==> src/rtl/decode_stage_bt.sv <==
// RV32I decode stage with valid/ready handshakes and a free-list branch-tag allocator.
// Optional macro DEC_ILLEGAL_TRAP_EN adds out_illegal for unknown opcodes/func fields.
module decode_stage_bt #(
  parameter int BTAG_NUM = 4,
  parameter int BTAG_W   = $clog2(BTAG_NUM),
  parameter int OP_W     = 6
) (
  input  logic                clk,
  input  logic                rst,
  input  logic                flush,
  input  logic                in_valid,
  output logic                in_ready,
  input  logic [31:0]         in_pc,
  input  logic [31:0]         in_inst,
  output logic                out_valid,
  input  logic                out_ready,
  output logic [4:0]          out_rs1,
  output logic [4:0]          out_rs2,
  output logic [4:0]          out_rd,
  output logic [OP_W-1:0]     out_op,
  output logic [6:0]          out_class,
  output logic [31:0]         out_pc,
  output logic [31:0]         out_imm,
  output logic [BTAG_NUM-1:0] out_btag_mask,
  output logic [BTAG_W-1:0]   out_btag,
  input  logic                free_en,
  input  logic [BTAG_W-1:0]   free_idx,
`ifdef DEC_ILLEGAL_TRAP_EN
  output logic                out_illegal,
`endif
  output logic [BTAG_NUM-1:0] tags_busy
);

  localparam logic [6:0] CLASS_NOP = 7'b0000000;
  localparam logic [6:0] OPC_LD    = 7'b0000011;
  localparam logic [6:0] OPC_ST    = 7'b0100011;
  localparam logic [6:0] OPC_B     = 7'b1100011;
  localparam logic [6:0] OPC_RI    = 7'b0010011;
  localparam logic [6:0] OPC_RR    = 7'b0110011;
  localparam logic [6:0] OPC_LUI   = 7'b0110111;
  localparam logic [6:0] OPC_AUIPC = 7'b0010111;
  localparam logic [6:0] OPC_JAL   = 7'b1101111;
  localparam logic [6:0] OPC_JALR  = 7'b1100111;

  localparam logic [OP_W-1:0] OP_NOP = OP_W'(0);
  localparam logic [OP_W-1:0] OP_ADD = OP_W'(1);
  localparam logic [OP_W-1:0] OP_LB  = OP_W'(11);
  localparam logic [OP_W-1:0] OP_SB  = OP_W'(16);
  localparam logic [OP_W-1:0] OP_BEQ = OP_W'(19);
  localparam logic [OP_W-1:0] OP_LUI = OP_W'(25);
  localparam logic [OP_W-1:0] OP_AUI = OP_W'(26);
  localparam logic [OP_W-1:0] OP_JAL = OP_W'(27);
  localparam logic [OP_W-1:0] OP_JLR = OP_W'(28);

  // ALU op order: ADD SUB SLL SLT SLTU XOR SRL SRA OR AND -> 1..10
  function automatic logic [OP_W-1:0] alu_op(input logic [2:0] f3, input logic alt);
    case (f3)
      3'b000:  alu_op = alt ? OP_W'(2) : OP_W'(1);
      3'b001:  alu_op = OP_W'(3);
      3'b010:  alu_op = OP_W'(4);
      3'b011:  alu_op = OP_W'(5);
      3'b100:  alu_op = OP_W'(6);
      3'b101:  alu_op = alt ? OP_W'(8) : OP_W'(7);
      3'b110:  alu_op = OP_W'(9);
      default: alu_op = OP_W'(10);
    endcase
  endfunction

  logic [6:0]  opc;
  logic [2:0]  f3;
  logic [6:0]  f7;
  logic [31:0] imm_i, imm_s, imm_b, imm_u, imm_j;
  logic        dec_known, dec_legal, dec_branch;
  logic [OP_W-1:0] dec_op;
  logic [31:0] dec_imm;

  assign opc   = in_inst[6:0];
  assign f3    = in_inst[14:12];
  assign f7    = in_inst[31:25];
  assign imm_i = {{20{in_inst[31]}}, in_inst[31:20]};
  assign imm_s = {{20{in_inst[31]}}, in_inst[31:25], in_inst[11:7]};
  assign imm_b = {{19{in_inst[31]}}, in_inst[31], in_inst[7], in_inst[30:25], in_inst[11:8], 1'b0};
  assign imm_u = {in_inst[31:12], 12'b0};
  assign imm_j = {{11{in_inst[31]}}, in_inst[31], in_inst[19:12], in_inst[20], in_inst[30:21], 1'b0};

  always_comb begin
    dec_known = 1'b1;
    dec_legal = 1'b1;
    dec_op    = OP_NOP;
    dec_imm   = 32'd0;
    case (opc)
      OPC_RR: begin
        dec_legal = (f7 == 7'b0) || (f7 == 7'b0100000 && (f3 == 3'b000 || f3 == 3'b101));
        dec_op    = alu_op(f3, in_inst[30]);
      end
      OPC_RI: begin
        dec_imm = imm_i;
        if (f3 == 3'b001)      dec_legal = (f7 == 7'b0);
        else if (f3 == 3'b101) dec_legal = (f7 == 7'b0) || (f7 == 7'b0100000);
        dec_op = alu_op(f3, (f3 == 3'b101) && in_inst[30]);
      end
      OPC_LD: begin
        dec_imm   = imm_i;
        dec_legal = (f3 != 3'b011) && (f3[2:1] != 2'b11);
        dec_op    = (f3[2] ? OP_LB + OP_W'(3) : OP_LB) + OP_W'(f3[1:0]);
      end
      OPC_ST: begin
        dec_imm   = imm_s;
        dec_legal = (f3[2] == 1'b0) && (f3[1:0] != 2'b11);
        dec_op    = OP_SB + OP_W'(f3[1:0]);
      end
      OPC_B: begin
        dec_imm   = imm_b;
        dec_legal = (f3[2:1] != 2'b01);
        dec_op    = f3[2] ? OP_BEQ + OP_W'(f3) - OP_W'(2) : OP_BEQ + OP_W'(f3);
      end
      OPC_LUI:   begin dec_imm = imm_u; dec_op = OP_LUI; end
      OPC_AUIPC: begin dec_imm = imm_u; dec_op = OP_AUI; end
      OPC_JAL:   begin dec_imm = imm_j; dec_op = OP_JAL; end
      OPC_JALR:  begin dec_imm = imm_i; dec_legal = (f3 == 3'b000); dec_op = OP_JLR; end
      default:   begin dec_known = 1'b0; dec_legal = 1'b0; end
    endcase
    if (!dec_legal) dec_op = OP_NOP;
  end

  assign dec_branch = dec_legal && (opc == OPC_B);

  logic [BTAG_NUM-1:0] busy_q, busy_d, free_vec, alloc_vec;
  logic [BTAG_W-1:0]   alloc_idx;
  logic                accept, alloc;
  logic                out_valid_q;
  logic [4:0]          rs1_q, rs2_q, rd_q;
  logic [OP_W-1:0]     op_q;
  logic [6:0]          class_q;
  logic [31:0]         pc_q, imm_q;
  logic [BTAG_NUM-1:0] mask_q;
  logic [BTAG_W-1:0]   btag_q;
  logic                illegal_q;

  // Allocation looks only at the registered busy mask, so a tag freed this cycle waits one cycle.
  always_comb begin
    alloc_idx = '0;
    for (int i = BTAG_NUM - 1; i >= 0; i--) begin
      if (!busy_q[i]) alloc_idx = BTAG_W'(i);
    end
  end

  assign in_ready = (~out_valid_q | out_ready) & ~flush & ~rst & ~(dec_branch & (&busy_q));
  assign accept   = in_valid & in_ready;
  assign alloc    = accept & dec_branch;

  for (genvar gi = 0; gi < BTAG_NUM; gi++) begin : g_tag
    assign free_vec[gi]  = free_en && (free_idx == BTAG_W'(gi));
    assign alloc_vec[gi] = alloc && (alloc_idx == BTAG_W'(gi));
  end

  assign busy_d = (busy_q & ~free_vec) | alloc_vec;

  always_ff @(posedge clk) begin
    if (rst) begin
      busy_q <= '0; out_valid_q <= 1'b0; rs1_q <= '0; rs2_q <= '0; rd_q <= '0;
      op_q <= OP_NOP; class_q <= CLASS_NOP; pc_q <= '0; imm_q <= '0;
      mask_q <= '0; btag_q <= '0; illegal_q <= 1'b0;
    end else if (flush) begin
      busy_q      <= '0;
      out_valid_q <= 1'b0;
    end else begin
      busy_q <= busy_d;
      if (accept) begin
        out_valid_q <= 1'b1;
        rs1_q       <= in_inst[19:15];
        rs2_q       <= in_inst[24:20];
        rd_q        <= in_inst[11:7];
        op_q        <= dec_op;
        class_q     <= dec_known ? opc : CLASS_NOP;
        pc_q        <= in_pc;
        imm_q       <= dec_known ? dec_imm : 32'd0;
        mask_q      <= busy_q & ~free_vec;
        btag_q      <= alloc ? alloc_idx : '0;
        illegal_q   <= ~dec_legal;
      end else begin
        if (out_ready) out_valid_q <= 1'b0;
        mask_q <= mask_q & ~free_vec;
      end
    end
  end

  assign out_valid     = out_valid_q;
  assign out_rs1       = rs1_q;
  assign out_rs2       = rs2_q;
  assign out_rd        = rd_q;
  assign out_op        = op_q;
  assign out_class     = class_q;
  assign out_pc        = pc_q;
  assign out_imm       = imm_q;
  assign out_btag_mask = mask_q;
  assign out_btag      = btag_q;
  assign tags_busy     = busy_q;
`ifdef DEC_ILLEGAL_TRAP_EN
  assign out_illegal   = illegal_q;
`else
  logic unused_illegal;
  assign unused_illegal = illegal_q;
`endif

endmodule
==> config.mk <==
export PLATFORM = sky130hd
export DESIGN_NAME = decode_stage_bt
export DESIGN_NICKNAME = d
export VERILOG_FILES = /design/src/rtl/decode_stage_bt.sv
export SDC_FILE = /design/constraint.sdc
export NUM_CORES = 1
export LEC_CHECK = 0
export ABC_AREA = 1
export CAP_MARGIN = 20
export CORE_MARGIN = 3
export CORE_UTILIZATION = 30
export CTS_CLUSTER_DIAMETER = 60
export DETAILED_ROUTE_END_ITERATION = 16
export GPL_TIMING_DRIVEN = 0
export PLACE_DENSITY_LB_ADDON = 0.08
export SLEW_MARGIN = 20
export SYNTH_ARGS = -nofsm -noshare
export SYNTH_HDL_FRONTEND = slang
export SYNTH_SLANG_ARGS = --single-unit
==> constraint.sdc <==
create_clock -name clk -period 3.25 [get_ports clk]
set_clock_uncertainty 0.15 [all_clocks]
set_input_delay 0.65 -clock clk [delete_from_list [all_inputs] [get_ports clk]]
set_output_delay 0.65 -clock clk [all_outputs]
set_load 0.01 [all_outputs]
==> results of run 1 <==
==> worst max path at each step <==
| stage | from | to | slack, ps |
|---|---|---|---|
| detailed placement | in_inst[4] | in_ready | -130 |
| global route | in_inst[13] | out_op[2] | 230 |
| global placement | in_inst[5] | in_ready | -110 |
| CTS | in_inst[2] | in_ready | 20 |
| floorplan | in_inst[14] | out_op[2] | 990 |
| finish | in_inst[2] | in_ready | 340 |
==> state kept, by name, summed over array words and instances (netlist names) <==
name	count
out_imm	32
out_pc	32
out_class	7
out_op	5
out_rd	5
out_rs1	5
out_rs2	5
out_btag_mask	4
tags_busy	4
out_btag	2
out_valid	1
==> final cells by class <==
type | instances | area, µm² | area share (%)
Clock buffer | 10 | 229 | 3.23
Inverter | 38 | 143 | 2.01
Tap cell | 211 | 264 | 3.73
Clock inverter | 6 | 57.6 | 0.813
Buffer | 38 | 214 | 3.02
Sequential cell | 102 | 2040 | 28.8
Timing Repair Buffer | 175 | 1750 | 24.7
Multi-Input combinational cell | 521 | 2380 | 33.7
==> stage by stage <==
step | power, mW | instances
3_5_place_dp | 1.68 | 1083
4_1_cts | 2.71 | 1101
3_3_place_gp | 1.68 | 1083
6_report | 2.68 | 1101
5_1_grt | 2.80 | 1101
2_1_floorplan | 1.47 | 699
==> cells in the mapped netlist (2+ instances only) <==
cell / instances / area share [%]
inv_1: 33 / 2.6
nand4_1: 11 / 1.4
o21ai_0: 31 / 3.3
o21a_1: 2 / 0.31
dfxtp_1: 102 / 43
a21oi_1: 100 / 10
nor2_1: 39 / 3.1
ha_1: 8 / 2.1
buf_4: 3 / 0.47
clkbuf_1: 11 / 0.87
buf_6: 5 / 1.2
buf_2: 18 / 1.9
inv_2: 5 / 0.39
nor2_2: 2 / 0.26
nand2_4: 2 / 0.47
nand3_1: 43 / 4.5
nand2_1: 267 / 21
xor2_1: 2 / 0.37
nor3_1: 3 / 0.31
==> routing by layer <==
| metal | up-vias | track usage [%] | part of all wire [%] | wire length [µm] |
|---|---|---|---|---|
| li1 | 2629 | - | - | - |
| met1 | 2342 | 25.1 | 47 | 7680 |
| met2 | 148 | 30.0 | 46 | 7510 |
| met3 | 10 | 4.50 | 6.4 | 1040 |
| met4 | 0 | 4.26 | 0.78 | 128 |
| met5 | - | 0 | 0 | 0 |
==> critical path, delay by kind of cell <==
kind	cells	cell delay, ps
AND/OR/NAND/NOR	5	510
buffers and inverters	4	750
AO/OA/AOI/OAI	1	200
==> power breakdown <==
group / total, mW / internal [mW] / leakage [nW] / switching, mW
combinational: 0.362 / 0.173 / 1.82 / 0.189
sequential: 1.29 / 1.27 / 0.825 / 0.0137
clock: 1.03 / 0.532 / 0.132 / 0.496
total: 2.68 / 1.98 / 2.77 / 0.699
==> cell families after synthesis <==
logic type / share of synthesized area (%)
buffers and inverters: 7.47
AOI/OAI and AO/OA: 14.8
and+or+nand+nor: 32.2
DFF: 42.8
other: 0.0786
adders and majority gates: 2.10
xor gates and xnor gates: 0.551
==> repair_timing <==
action,in CTS,in global routing
buffers inserted,2,0
gates resized for setup,5,2
pin swaps,1,0
endpoints found under the hold margin,0,0
endpoints found under the setup margin,1,1
==> results_dict.tcl, run 1 <==
set metrics [dict create \
    status "completed" \
    synth_cell_type_count 31 \
    reg2reg_from "tags_busy[2]" \
    wl_um 16400 \
    cts_buffer_depth 2 \
    setup_viol 0 \
    netlist_instances 699 \
    final_cell_area_um2 7080 \
    timing.final.crit_share_pct 89.6 \
    final_util_pct 46.1 \
    r2r_slack_ps 1430 \
    vias 5129 \
    drv_slew 0 \
    worst-slew-pin-transition_ps 667 \
    clkSinkCount 102 \
    startpoint_type "input port" \
    drc 0 \
    placed_cell_area_um2 6770 \
    dieArea_um2 17500 \
    syn_to_final_growth_pct 48.4 \
    insertion_delay_ps 350 \
    synth_area_per_cell_um2 6.83 \
    rows 45 \
    critPathMaxFanout 7 \
    hold_end "out_class[0]" \
    cts_htree_levels 3 \
    grt_pass1_wl_um 26300 \
    fin_crit_ps 2910 \
    irDropWorstVdd_uv 220 \
    max_freq_ghz 0.343 \
    avgViaCountPerCell 4.66 \
    synth_fp_nets 779 \
    setup_tns_ps 0 \
    drive_gt1_share_pct 6.40 \
    fillers 1609 \
    crit_type "in2out" \
    synth_area_um2 4770 \
    r2r_end "out_rd[1]" \
    globalplace.congestion 0.888 \
    grt_max_degree 19 \
    core_um2 15400 \
    reg2reg_depth 9 \
    cp-end-kind "output pin" \
    die_w_um 132 \
    slew_headroom_pct 55.5 \
    synth-seq-cells 102 \
    layout_common_cells "nand2_1, clkdlybuf4s50_1, dfxtp_1" \
    yosysSeqAreaShare_pct 42.8 \
    cts_buffers 9 \
    antenna_found_initial 0 \
    die_h_um 132 \
    hold_class "reg2reg" \
    port_buffers 173 \
    synth_flop_cell "dfxtp_1" \
    drt-pass1-iter-count 5 \
    initial_core_util_pct 31.0 \
    grt_pass1_vias 5016 \
    crit_required_ps 2450 \
    grtUsageTotal_pct 18.6 \
    io_pins 176 \
    holdWs_ps 302 \
    nNetsFinal 965 \
    ys_async_sr_fraction_pct 0 \
    synth_edf_count 0 \
    grt_overflow_total 0 \
    leakage_nw 2.77 \
    worstHoldStart "out_class[0]" \
    worstHoldPathCells 2 \
    finalHoldViolCount 0 \
    yosysWarnings 0 \
    power.density_nw_per_um2 378 \
    drt_iter0_drc 268 \
    post-place-ws_ps -125 \
    cp_cell_sequence "clkdlybuf4s50_1, inv_2, nand2_1, nor2_4, nand2_4, a21oi_4, nand2_4, nand2_1, inv_1, dlymetal6s2s_1" \
    cts_root_buf "clkbuf_16" \
    holdBufCountCts 0 \
    clkSlewWorstSetupHoldPaths_ps 70 \
    hpwlAfterDp_um 12900 \
    slowest_stage "clkdlybuf4s50_1" \
    critical_path.max_stage_delay_ps 470 \
    routedWlPerCell_um 14.9 \
    drv_cap 0 \
    cp.arrival_ps 2110 \
    n_antenna_cell 0 \
    cts_tree "built" \
    fin_ws_ps 337 \
    final_common_cell "nand2_1" \
    antenna_left 0 \
    rsz0062_at_grt "false" \
]
Power figures use the tool's default switching activity.
==> run 2, diff against run 1 <==
--- a/config.mk
+++ b/config.mk
@@ -7,8 +7,10 @@
 export LEC_CHECK = 0
 export ABC_AREA = 1
 export CAP_MARGIN = 20
+export CELL_PAD_IN_SITES_DETAIL_PLACEMENT = 0
+export CELL_PAD_IN_SITES_GLOBAL_PLACEMENT = 2
 export CORE_MARGIN = 3
-export CORE_UTILIZATION = 30
+export CORE_UTILIZATION = 25
 export CTS_CLUSTER_DIAMETER = 60
 export DETAILED_ROUTE_END_ITERATION = 16
 export GPL_TIMING_DRIVEN = 0
==> run 2 against run 1 <==
  * Critical path depth fell by 1
  * Cell count is 1.6% higher
  * Sequential share of layout area decreased by 0.061 points
  * Maximum frequency fell by 7.5%
  * Sequential power about the same
  * Worst setup slack lost 230 ps
  * Die area rose by 19%
  * Critical endpoint unchanged
  * Largest cell class unchanged
  * Highest routed layer unchanged
==> results_dict.tcl, run 2 (synthesis results as in run 1) <==
set metrics [dict create \
    io_pins 176 \
    clkSlewWorstSetupHoldPaths_ps 70 \
    power.density_nw_per_um2 378 \
    fillers 1938 \
    top_layer "met4" \
    drc 0 \
    antenna_found_initial 0 \
    status "completed" \
    layout_common_cells "nand2_1, clkdlybuf4s50_1, dfxtp_1" \
    clkSinkCount 102 \
    die_h_um 144 \
    setup_tns_ps 0 \
    globalplace.congestion 0.828 \
    startpoint_type "input port" \
    wl_um 17500 \
    initial_core_util_pct 26.0 \
    dieArea_um2 20800 \
    cts_tree "built" \
    cts_root_buf "clkbuf_16" \
    routedWlPerCell_um 15.7 \
    fin_crit_ps 3150 \
    hpwlAfterDp_um 13500 \
    grt_pass1_vias 4987 \
    final_common_cell "nand2_1" \
    m1WireLength_um 8060 \
    r2r_end "out_imm[15]" \
    insertion_delay_ps 350 \
    hold_end "out_class[1]" \
    grtUsageTotal_pct 16.7 \
    vias 5130 \
    critPathMaxFanout 7 \
    crit_required_ps 2450 \
    core_um2 18300 \
    layout.area.seq_um2 2040 \
    drt-pass1-iter-count 6 \
    crit_type "in2out" \
    post-place-ws_ps -156 \
    drv_slew 0 \
    avgViaCountPerCell 4.58 \
    grt_pass1_wl_um 27100 \
    wl_met2_um 8060 \
    multi_input_area_um2 2380 \
    n_antenna_cell 0 \
    drv_cap 0 \
    finalNonFillerCells 1119 \
    fin_ws_ps 102 \
    grt_overflow_total 0 \
    setup_viol 0 \
    syn_to_final_growth_pct 48.7 \
    cts_htree_levels 3 \
    leakage_nw 2.76 \
    cp-end-kind "output pin" \
    worst-slew-pin-transition_ps 745 \
    timing.final.crit_share_pct 96.9 \
    cp.arrival_ps 2350 \
    finalHoldViolCount 0 \
    worstHoldPathCells 2 \
    drt_iter0_drc 274 \
    routed-wl-met3_um 1190 \
    drive_gt1_share_pct 6.52 \
    port_buffers 173 \
    cts_buffer_depth 2 \
    grt_max_degree 18 \
    max_freq_ghz 0.318 \
    die_w_um 144 \
    rows 49 \
    irDropWorstVdd_uv 257 \
    slew_headroom_pct 50.3 \
    reg2reg_from "out_valid" \
    cts_buffers 9 \
    hold_class "reg2reg" \
    antenna_left 0 \
    r2r_slack_ps 1410 \
    nNetsFinal 966 \
    rsz0062_at_grt "false" \
    dp.cells 1101 \
    reg2reg_depth 10 \
    worstHoldStart "out_class[1]" \
]
[run 2: cell types whose count changed in the layout (fill, tap and decap cells not counted), sizes merged]
cell / change
inv: +1
dlygate4sd2: +1
buf: +1
clkinv: -2
dlymetal6s2s: -1
[run 2: critical path, stage by stage]
cell             delay, ps
clkdlybuf4s50_1        470
nand2_2                 90
nor2_4                 120
nand2_4                 80
a21oi_4                220
nand2_4                120
nand2_1                 70
inv_1                   50
clkdlybuf4s50_1        470
[run 2: timing repair]
action / in CTS / in global routing
gates cloned: 0 / 0
hold buffers: 0 / 0
pin swaps: 2 / 1
endpoints found under the setup margin: 1 / 1
resized for setup: 6 / 2
hold endpoints to repair: 0 / 0
setup buffers: 2 / 1
[run 2: report_power, final]
| part | switching (mW) | internal, mW | leakage (nW) |
|---|---|---|---|
| logic | 0.193 | 0.174 | 1.81 |
| clock network | 0.502 | 0.526 | 0.127 |
| registers | 0.0134 | 1.27 | 0.825 |
| total | 0.708 | 1.97 | 2.76 |
[run 2: worst max path at each step]
| stage | end | slack [ps] | start | cells after the start |
|---|---|---|---|---|
| 2_1_floorplan | out_op[2] | 990 | in_inst[14] | 11 |
| 3_3_place_gp | in_ready | -170 | in_inst[5] | 9 |
| 3_5_place_dp | in_ready | -160 | in_inst[5] | 9 |
| 4_1_cts | in_ready | 2 | in_inst[2] | 10 |
| 5_1_grt | in_ready | 40 | in_inst[0] | 9 |
| 6_report | in_ready | 100 | in_inst[1] | 9 |
[run 2: metal layers]
metal	track usage, %	vias to the layer above
met4	4.42	0
met2	27.9	155
met1	21.8	2334
li1	-	2628
met5	0	-
met3	4.10	13
[run 2: cell type report]
cell class                 instances  share of cell area, %
tap                              229                   4.04
clock buffer                      10                   3.23
inverter                          38                   2.01
clock inverter                     5                  0.617
sequential                       102                   28.8
buffer                            38                   3.02
multi-input combinational        521                   33.6
timing repair buffer             176                   24.7
[run 2: per-stage QoR]
| step | hold WS [ps] | total power [mW] | utilization [%] | area, µm² |
|---|---|---|---|---|
| 6_report | 312 | 2.68 | 38.7 | 7090 |
| 5_1_grt | 331 | 2.80 | 38.7 | 7090 |
| 4_1_cts | 310 | 2.72 | 38.6 | 7080 |
| 3_5_place_dp | 298 | 1.68 | 37.0 | 6790 |
| 3_3_place_gp | 286 | 1.68 | 37.0 | 6790 |
| 2_1_floorplan | 320 | 1.47 | - | 4770 |
==> run 3, diff against run 2 <==
==> constraint.sdc (replaced) <==
create_clock -name clk -period 3.25 [get_ports clk]
set_clock_uncertainty 0.15 [all_clocks]
set_input_delay 0.325 -clock clk [delete_from_list [all_inputs] [get_ports clk]]
set_output_delay 0.325 -clock clk [all_outputs]
set_load 0.01 [all_outputs]
==> run 3 against run 2 <==
  * Register-to-register slack is essentially flat
  * Sequential cell count is the same
  * Die area is the same
  * Sequential share of layout area rose by 0.13 points
  * Critical path type unchanged
  * Global-route usage about the same
  * Clock power barely moved
  * Via count fell by 0.53%
  * Design area decreased by 0.46%
  * Clock-buffer cell count unchanged
  * Maximum frequency increased by 14%
  * Total power barely moved
==> results_dict.tcl, run 3 (synthesis results as in run 1) <==
set metrics [dict create \
    layout_common_cells "nand2_1, clkdlybuf4s50_1, dfxtp_1" \
    grtUsageTotal_pct 16.7 \
    cts_buffer_depth 2 \
    port_buffers 173 \
    holdBufCountCts 0 \
    hpwlAfterDp_um 13500 \
    r2r_end "out_rd[1]" \
    routedWlPerCell_um 15.7 \
    grt_pass1_vias 4979 \
    n_antenna_cell 0 \
    rows 49 \
    antenna_found_initial 0 \
    wl_um 17500 \
    dieArea_um2 20800 \
    insertion_delay_ps 350 \
    clkSinkCount 102 \
    cts_htree_levels 3 \
    worstHoldStart "out_class[1]" \
    avgViaCountPerCell 4.57 \
    use_met3_pct 4.10 \
    critPathMaxFanout 7 \
    drv_slew 0 \
    core_um2 18300 \
    grt_overflow_total 0 \
    die_h_um 144 \
    power.density_nw_per_um2 379 \
    worst-slew-pin-transition_ps 753 \
    setup_tns_ps 0 \
    final_cell_area_um2 7060 \
    fin_crit_ps 2760 \
    timing.final.crit_share_pct 84.8 \
    power.total_mw 2.68 \
    io_pins 176 \
    die_w_um 144 \
    grt_pass1_wl_um 27100 \
    hold_class "reg2reg" \
    leakage_nw 2.73 \
    crit_required_ps 2770 \
    nNetsFinal 963 \
    drt-pass1-iter-count 7 \
    multi_input_area_um2 2370 \
    cts_buffers 9 \
    grt_max_degree 18 \
    rsz0062_at_grt "false" \
    cts_root_buf "clkbuf_16" \
    postCtsSetupBuffers 0 \
    cp-end-kind "output pin" \
    initial_core_util_pct 26.0 \
    irDropWorstVdd_uv 257 \
    startpoint "in_inst[5]" \
    syn_to_final_growth_pct 48.0 \
    clkSlewWorstSetupHoldPaths_ps 70 \
    status "completed" \
    layout.area.seq_um2 2040 \
    antenna_left 0 \
    r2r_slack_ps 1400 \
    fillers 1938 \
    worstHoldPathCells 2 \
    globalplace.congestion 0.828 \
    drc 0 \
    finalHoldViolCount 0 \
    slew_headroom_pct 49.8 \
    startpoint_type "input port" \
    reg2reg_depth 9 \
    drt_iter0_drc 281 \
    cts_tree "built" \
    final_common_cell "nand2_1" \
    cp.arrival_ps 2280 \
    busiest_layer "met2" \
    final_util_pct 38.5 \
    max_freq_ghz 0.363 \
    vias 5103 \
    reg2reg_from "out_valid" \
    drive_gt1_share_pct 6.09 \
    post_cts_resized 0 \
    gr-usage-met2_pct 27.8 \
    placed_cell_area_um2 6790 \
    drv_cap 0 \
    setup_viol 0 \
    crit_type "in2out" \
    hold_end "out_class[1]" \
    groute.layer.met1.usage_pct 21.8 \
]
==> run 3: cell count changes in the layout (fill, tap and decap cells not counted), sizes merged <==
cell	delta
dlymetal6s2s	-1
dlygate4sd2	-4
clkdlybuf4s50	+5
buf	-3
==> run 3: area by class of cell <==
class                           instances  share of cell area (%)
Multi-Input combinational cell        521                    33.6
Tap cell                              229                    4.06
Inverter                               38                    2.02
Timing Repair Buffer                  173                    24.5
Clock buffer                           10                    3.24
Sequential cell                       102                    28.9
Clock inverter                          5                   0.620
Buffer                                 38                    3.03
==> run 3: worst max-delay path, cell delays in order <==
cell             delay [ps]
clkdlybuf4s50_1         590
nand2_1                 150
nor2_4                  160
nand2_4                  90
a21oi_4                 240
nand2_4                 120
nand2_1                  80
inv_1                    50
clkdlybuf4s50_1         470
==> run 3: per-stage QoR <==
stage               cells  hold WS [ps]  worst slack, ps
floorplan             699           315             1310
global placement     1101           286              440
detailed placement   1101           298              443
CTS                  1116           310              487
global route         1116           331              388
finish               1116           312              493
==> run 3: layer usage <==
layer	share of wire, %	vias up
met1	46	2310
met3	6.9	14
met4	1.3	0
met5	0	-
li1	-	2622
met2	46	157
==> run 3: worst max-delay path by stage <==
stage / depth (start not counted) / slack, ps / end
final: 9 / 490 / in_ready
after global routing: 9 / 390 / in_ready
after CTS: 9 / 490 / in_ready
after detailed placement: 10 / 440 / out_op[0]
after global placement: 12 / 440 / out_op[2]
after floorplan: 11 / 1310 / out_op[2]
==> run 3: power breakdown <==
part | switching (mW) | internal, mW
sequential | 0.0134 | 1.27
combinational | 0.191 | 0.174
clock | 0.501 | 0.525
